--- src/rtl/adc_avg_fifo.sv ---
// Averages 2^LogN ADC samples per result into a first-word-fall-through FIFO; a result
// is visible on avg_o one cycle after the Nth strobe. ADC_AVG_OVF_STICKY_EN makes ovf_o sticky.
module adc_avg_fifo #(
  parameter int LogN     = 2,
  parameter int LogDepth = 3
) (
  input  logic                clk_i,
  input  logic                rst_i,
  input  logic [11:0]         sample_i,
  input  logic                sample_vld_i,
  input  logic                clr_i,
  input  logic                rd_i,
  output logic [11:0]         avg_o,
  output logic                empty_o,
  output logic                full_o,
  output logic [LogDepth:0]   level_o,
  output logic                ovf_o
);

  localparam int AccW  = 12 + LogN;
  localparam int LvlW  = LogDepth + 1;
  localparam int Depth = 1 << LogDepth;

  logic [AccW-1:0]     acc_q, acc_d;
  logic [AccW-1:0]     sum;
  logic                last_sample;
  logic [11:0]         result;
  logic                push, pop, drop, wr_en;
  logic [LogDepth-1:0] wr_ptr_q, wr_ptr_d;
  logic [LogDepth-1:0] rd_ptr_q, rd_ptr_d;
  logic [LvlW-1:0]     level_q, level_d;
  logic                ovf_q, ovf_d;
  logic [11:0]         mem_q [Depth];

  // Width 12+LogN holds N full-scale samples, so the sum cannot wrap.
  assign sum    = acc_q + AccW'(sample_i);
  assign result = sum[AccW-1:LogN];

  generate
    if (LogN == 0) begin : g_no_cnt
      assign last_sample = 1'b1;
    end else begin : g_cnt
      logic [LogN-1:0] scnt_q, scnt_d;

      assign last_sample = (scnt_q == {LogN{1'b1}});

      // Counter wraps to zero naturally after the Nth sample.
      always_comb begin
        scnt_d = scnt_q;
        if (clr_i) begin
          scnt_d = '0;
        end else if (sample_vld_i) begin
          scnt_d = scnt_q + LogN'(1);
        end
      end

      always_ff @(posedge clk_i) begin
        if (rst_i) begin
          scnt_q <= '0;
        end else begin
          scnt_q <= scnt_d;
        end
      end
    end
  endgenerate

  always_comb begin
    acc_d = acc_q;
    if (clr_i) begin
      acc_d = '0;
    end else if (sample_vld_i) begin
      acc_d = last_sample ? '0 : sum;
    end
  end

  assign empty_o = (level_q == '0);
  assign full_o  = level_q[LogDepth];
  assign level_o = level_q;
  assign avg_o   = empty_o ? 12'h000 : mem_q[rd_ptr_q];
  assign ovf_o   = ovf_q;

  // A pop in the same cycle frees the slot, so a push into a full FIFO only drops without rd_i.
  assign push  = sample_vld_i && last_sample && !clr_i;
  assign pop   = rd_i && !empty_o && !clr_i;
  assign drop  = push && full_o && !pop;
  assign wr_en = push && !drop;

  always_comb begin
    wr_ptr_d = wr_ptr_q;
    rd_ptr_d = rd_ptr_q;
    level_d  = level_q;
    if (clr_i) begin
      wr_ptr_d = '0;
      rd_ptr_d = '0;
      level_d  = '0;
    end else begin
      if (wr_en) begin
        wr_ptr_d = wr_ptr_q + LogDepth'(1);
      end
      if (pop) begin
        rd_ptr_d = rd_ptr_q + LogDepth'(1);
      end
      case ({wr_en, pop})
        2'b10:   level_d = level_q + LvlW'(1);
        2'b01:   level_d = level_q - LvlW'(1);
        default: level_d = level_q;
      endcase
    end
  end

  always_comb begin
`ifdef ADC_AVG_OVF_STICKY_EN
    ovf_d = clr_i ? 1'b0 : (ovf_q | drop);
`else
    ovf_d = clr_i ? 1'b0 : drop;
`endif
  end

  always_ff @(posedge clk_i) begin
    if (rst_i) begin
      acc_q    <= '0;
      wr_ptr_q <= '0;
      rd_ptr_q <= '0;
      level_q  <= '0;
      ovf_q    <= 1'b0;
    end else begin
      acc_q    <= acc_d;
      wr_ptr_q <= wr_ptr_d;
      rd_ptr_q <= rd_ptr_d;
      level_q  <= level_d;
      ovf_q    <= ovf_d;
    end
  end

  // Storage is left unreset; avg_o is masked while empty.
  always_ff @(posedge clk_i) begin
    if (wr_en && !rst_i) begin
      mem_q[wr_ptr_q] <= result;
    end
  end

endmodule

--- config.mk ---
export PLATFORM = sky130hd
export DESIGN_NAME = adc_avg_fifo
export DESIGN_NICKNAME = d
export VERILOG_FILES = /design/src/rtl/adc_avg_fifo.sv
export SDC_FILE = /design/constraint.sdc
export NUM_CORES = 1
export LEC_CHECK = 0
export ABC_AREA = 0
export BUFFER_PORTS_ARGS = -buffer_cell sky130_fd_sc_hd__buf_2
export CAP_MARGIN = 20
export CORE_MARGIN = 4
export CORE_UTILIZATION = 60
export CTS_CLUSTER_DIAMETER = 40
export DETAILED_ROUTE_END_ITERATION = 8
export GPL_TIMING_DRIVEN = 0
export HOLD_SLACK_MARGIN = 0.05
export PLACE_DENSITY = 0.79
export SYNTH_ARGS = -nofsm -noshare
export SYNTH_HDL_FRONTEND = slang
export SYNTH_SLANG_ARGS = --single-unit
--- constraint.sdc ---
create_clock -name clk_i -period 5.6 [get_ports clk_i]
set_input_delay 0 -clock clk_i [delete_from_list [all_inputs] [get_ports clk_i]]
set_output_delay 0 -clock clk_i [all_outputs]
set_load 0.02 [all_outputs]
==> results.cfg, run 1 <==
[run_status]
run_status = complete, no violations

[cts]
hold_buffers = 8
h-tree-depth = 4
cts_buffers = 17
root_buffer = clkbuf_8
max-clock-path-buffers = 2
post_cts_resize_count = 0
numClockSinks = 126
cts_setup_buffers = 0
clock_latency_ps = 510
cts_tree = built
clk_pin_slew_ps = 60

[sta]
final.setup.tns_ps = 0
fin_crit_ps = 2850
fmax_mhz = 351
post-route-period-util_pct = 50.9
setup_viol = 0
finalClockSkew_ps = 6.20
slew_headroom_pct = 34.2
slew_violations = 0
tightestPinTransition_ps = 984
hold_viol = 0
rsz0062_at_grt = false

[floorplanning]
die_h_um = 104
initial_core_util_pct = 62.7
dieArea_um2 = 10900
core_um2 = 8890
core.rowCount = 34
io_pins = 36
die_w_um = 104

[setup_path]
crit_top_cell = nand2_1
critPathMaxStageDelay_ps = 800
critical_path.max_fanout = 8
cp.arrival_ps = 3070
crit_required_ps = 5820
critPathLaunchType = register
cp-end-kind = register
crit_slowest_cell = nor4b_2
critPathKind = reg2reg
crit_chain = ha_1 -> nand2_1 -> nor3_2 -> nand2_1 -> nor4b_2 -> buf_4
r2r_slack_ps = 2750

[layout]
drive_above_1_share_pct = 23.3
nets = 487
num_antenna_cells = 0
finalNonFillerCells = 572
area.growth.synth_to_final_pct = 18.8

[global_route]
grt_pass1_vias = 3633
grt_first_pass_wirelength_um = 19300
grt_max_degree = 17
gr-total-overflow = 0
track_usage_pct = 23.4
grt_antenna_before_repair = 0

[drt]
wl_per_cell_um = 20.8
route.detailed.drc = 0
vias_per_cell = 6.14
firstDrtPassIters = 6
finalWirelength_um = 11900
vias = 3510
ant_nets = 0
drtIter0Drc = 310

[min_path]
hp-class = in2reg

[logic_synthesis]
ys_types = 49
synth-seq-area-share_pct = 62.5
syn_area_um2 = 5580
synth_warnings = 0
synth_top_area_cell = edfxtp_1
ys_ff_latch = 126
synth-edff-count = 96
synth_common_cells = edfxtp_1 (96), nor2_1 (40), dfxtp_1 (30), mux4_2 (24), ha_1 (17)
avgSynthCellArea_um2 = 14.6
synth_top_area_share_pct = 51.7
syn_inst = 381
synthTopCellsByArea = edfxtp_1 (52%), dfxtp_1 (11%), mux4_2 (9.7%)
yosysMostFrequentCell = edfxtp_1
synth_top_flop_cell = edfxtp_1
async_flop_share_pct = 0
synth_nets = 417

[place]
portBuffers = 34
dpl.hpwl_um = 7710
place_congestion = 0.856
place_inst = 531

[pwr]
power_density_nw_per_um2 = 322
power.leakage_nw = 2.35
peakVddDrop_mv = 0.263

[flow_run]
cap_violations = 0
[where the power goes]
part	switching (mW)	internal (mW)	total [mW]
registers	0.00271	1.03	1.03
clock network	0.380	0.625	1.00
logic	0.0676	0.0348	0.102
[final timing paths]
check	depth (start not counted)	startpoint	end
worst min register to register	1	acc_q[8]$_SDFFE_PP0P_	acc_q[8]$_SDFFE_PP0P_
worst min-delay path	4	sample_i[8]	acc_q[8]$_SDFFE_PP0P_
worst max register to register	6	g_cnt.scnt_q[0]$_SDFFE_PP0P_	mem_q[5][5]$_DFFE_PP_
worst max-delay path	6	g_cnt.scnt_q[0]$_SDFFE_PP0P_	mem_q[5][5]$_DFFE_PP_
[stage by stage]
step | utilization (%) | total power, mW | setup slack (ps) | hold WS, ps | instance area (um^2)
after CTS | 74.4 | 2.14 | 2710 | 74.2 | 6620
after detailed placement | 67.4 | 1.14 | 2800 | 367 | 5990
after global placement | 66.1 | 1.14 | 1380 | 358 | 5880
after floorplan | - | 1.11 | 2660 | 213 | 5580
final | 74.5 | 2.14 | 2750 | 81.4 | 6630
after global routing | 74.5 | 2.20 | 2580 | 144 | 6630
[layout make-up]
type / count / area, um^2
timing repair buffer: 51 / 333
inverter: 3 / 11.3
fill: 544 / 2270
tap: 108 / 135
sequential: 126 / 3480
clock buffer: 19 / 422
multi-input combinational: 238 / 2060
clock inverter: 13 / 123
buffer: 14 / 58.8
[placed cells by master (no fill, tap or decap), types with 3 or more instances in the layout]
master,n
clkbuf_16,16
nor2b_1,6
nand2_1,16
a21o_1,3
buf_1,3
inv_1,3
dlygate4sd3_1,8
dfxtp_1,30
o21ai_0,13
a211oi_1,4
nand2b_1,7
mux4_2,24
xor2_1,6
nor4b_2,4
mux2i_1,16
nand3b_1,4
buf_6,4
ha_1,17
and2_1,5
nor2_1,40
a22o_1,3
or3_1,3
buf_4,5
nand3_1,8
buf_2,36
clkinv_2,4
xnor2_1,10
nor3_1,3
edfxtp_1,96
o21bai_1,3
clkbuf_1,10
a21oi_1,14
clkinv_1,3
clkinvlp_4,3
[flip-flops by register name, summed over array words and instances, names as in the netlist, named ones only]
name          flops
mem_q            96
ovf_o             1
level_o           4
rd_ptr_q          3
g_cnt.scnt_q      2
acc_q            14
wr_ptr_q          3
[worst max-delay path, delay by kind of cell (launching register included)]
family / cells / cell delay, ps
and+or+nand+nor: 4 / 1640
DFF: 1 / 360
buffers and inverters: 1 / 320
adders and majority gates: 1 / 230
[layer usage]
metal / vias to the layer above / share of wire, % / GRT usage [%]
met5: - / 0 / 0
met4: 0 / 1.6 / 8.93
met3: 19 / 5.9 / 4.53
met2: 126 / 51 / 38.8
met1: 1750 / 42 / 30.6
li1: 1615 / - / -
[logic make-up (layout without fill, tap and decap cells)]
group                    Yosys count  in the layout  synth area share (%)
flip-flops                       126            126                  62.5
multiplexers                      40             40                  12.6
adder cells (fa/ha/maj)           19             19                  4.53
AND/OR/NAND/NOR                  109            109                  10.0
AO/OA/AOI/OAI                     54             54                  6.62
buffers and inverters             17            100                  1.26
XOR/XNOR                          16             16                  2.51
No activity file was read; power rests on OpenSTA's default activity.
==> run 2, diff against run 1 <==
--- a/config.mk
+++ b/config.mk
@@ -9,12 +9,12 @@
 export BUFFER_PORTS_ARGS = -buffer_cell sky130_fd_sc_hd__buf_2
 export CAP_MARGIN = 20
 export CORE_MARGIN = 4
-export CORE_UTILIZATION = 60
+export CORE_UTILIZATION = 54
 export CTS_CLUSTER_DIAMETER = 40
 export DETAILED_ROUTE_END_ITERATION = 8
 export GPL_TIMING_DRIVEN = 0
 export HOLD_SLACK_MARGIN = 0.05
-export PLACE_DENSITY = 0.79
+export PLACE_DENSITY = 0.75
 export SYNTH_ARGS = -nofsm -noshare
 export SYNTH_HDL_FRONTEND = slang
 export SYNTH_SLANG_ARGS = --single-unit
==> constraint.sdc (replaced) <==
create_clock -name clk_i -period 2.6 [get_ports clk_i]
set_input_delay 0 -clock clk_i [delete_from_list [all_inputs] [get_ports clk_i]]
set_output_delay 0 -clock clk_i [all_outputs]
set_load 0.02 [all_outputs]
==> run 2 against run 1 <==
Net effect: fmax rose by 14%; clock skew is essentially flat; sequential cell count unchanged; global-route usage decreased by 1.9 points; register-to-register slack worse by 2600 ps; worst hold slack better by 7.4 ps; cell count up 5.8%; via count up 1.4%; sequential share of layout area down 2.1 points; first-iteration DRC count shrank 25%; non-clock buffer count rose by 8.
==> results.cfg, run 2 (synthesized netlist as in run 1, its figures left out) <==
[run_status]
run_status = complete, no violations

[floorplanning]
core_um2 = 9910
die_w_um = 110
io_pins = 36
initial_core_util_pct = 56.3
core.rowCount = 36
dieArea_um2 = 12000
die_h_um = 110

[sta]
fmax_mhz = 401
hold_viol = 0
slew_violations = 0
setup_viol = 0
post-route-period-util_pct = 96.0
slew_headroom_pct = 39.3
fin_crit_ps = 2500
finalClockSkew_ps = 5.84
tightestPinTransition_ps = 911

[cts]
clk_pin_slew_ps = 60
max-clock-path-buffers = 2
root_buffer = clkbuf_8
numClockSinks = 126
clock_latency_ps = 520
h-tree-depth = 4
cts_tree = built
cts_buffers = 17

[drt]
finalWirelength_um = 12000
vias_per_cell = 5.88
firstDrtPassIters = 5
wl_per_cell_um = 19.8
ant_nets = 0
route.detailed.drc = 0
vias = 3558
drtIter0Drc = 234

[global_route]
grt_antenna_before_repair = 0
grt_first_pass_wirelength_um = 18700
grt_max_degree = 17
grt_pass1_vias = 3420
gr-total-overflow = 0
track_usage_pct = 21.5

[layout]
finalNonFillerCells = 605
final_cell_mix = edfxtp_1 (96), nor2_1 (38), buf_2 (34)
area.growth.synth_to_final_pct = 23.7
num_antenna_cells = 0
final_common_cell = edfxtp_1
largest_reg_flops = 96
largest-register = mem_q
nets = 495
drive_above_1_share_pct = 27.8
fin_area_um2 = 6890

[setup_path]
cp.arrival_ps = 2760
critical_path.max_fanout = 8
crit_chain = ha_1 -> a211oi_1 -> o21ai_0 -> a211oi_2 -> nor2_1 -> xor2_2 -> buf_4
critPathMaxStageDelay_ps = 410
crit_slowest_cell = a211oi_1
crit_required_ps = 2860
r2r_slack_ps = 100
cp-end-kind = register
critPathKind = reg2reg
critPathLaunchType = register

[pwr]
power.internal_mw = 3.84
p_comb_share_pct = 4.7
peakVddDrop_mv = 0.469
power.leakage_nw = 2.44
clockPowerShare_pct = 49.8
p_total_mw = 4.87
p_seq_share_pct = 45.5
power_density_nw_per_um2 = 706
swShare_pct = 21.2
p_sw_mw = 1.03

[place]
place_congestion = 0.868
placed_cell_area_um2 = 6040
portBuffers = 34
dpl.hpwl_um = 7860
place_inst = 557

[min_path]
hp-class = in2reg

[flow_run]
cap_violations = 0
run 2: power by group through the flow:
stage               clock [mW]  combinational, mW  sequential (mW)
floorplan                    0              0.141             2.25
global placement             0              0.195             2.25
detailed placement           0              0.208             2.26
CTS                       2.44              0.219             2.21
global route              2.56              0.253             2.21
finish                    2.42              0.228             2.21
run 2: through the flow:
step                      setup WS (ps)  hold WS, ps  util, %  TNS [ps]
final                               105         88.8     69.6         0
after global routing              -41.6          131     69.6      -320
after CTS                          23.1         70.4     68.8         0
after detailed placement           -325          367     61.0     -8370
after global placement            -1630          359     59.7   -105590
after floorplan                    -344          213        -    -20770
run 2: metal layers:
layer  wire, um  GRT usage (%)  vias up
met5          0              0        -
met4        119           5.97        0
met3        686           6.05       11
met2       6190           35.3      123
met1       5000           28.3     1785
li1           -              -     1639
run 2: final cells by class:
cell class	instances	area, um^2
Fill cell	655	3020
Inverter	3	11.3
Clock inverter	15	196
Tap cell	133	166
Clock buffer	17	414
Buffer	13	62.6
Multi-Input combinational cell	238	2150
Timing Repair Buffer	60	412
Sequential cell	126	3480
run 2: final timing paths:
kind                                from                endpoint  cells past startpoint
setup / recovery   acc_q[1]$_SDFFE_PP0P_  mem_q[7][11]$_DFFE_PP_                      7
hold / removal               sample_i[6]   acc_q[6]$_SDFFE_PP0P_                      5
setup reg to reg   acc_q[1]$_SDFFE_PP0P_  mem_q[7][11]$_DFFE_PP_                      7
hold reg to reg   acc_q[10]$_SDFFE_PP0P_  acc_q[10]$_SDFFE_PP0P_                      1
run 2: what timing repair did:
action                     in CTS  in global routing
setup endpoints to repair      76                 42
resized for setup              13                  4
buffers inserted                2                  7
hold buffers                    8                  0
hold endpoints to repair       18                  0
pin swaps                       1                  4
run 2: worst max-delay path: cells and delay by family, from the launching register on:
kind,cells,cell delay (ps)
compound gates,3,1090
flops,1,380
fa+ha+maj,1,270
xor+xnor,1,180
buf+inv,1,170
simple gates,1,140
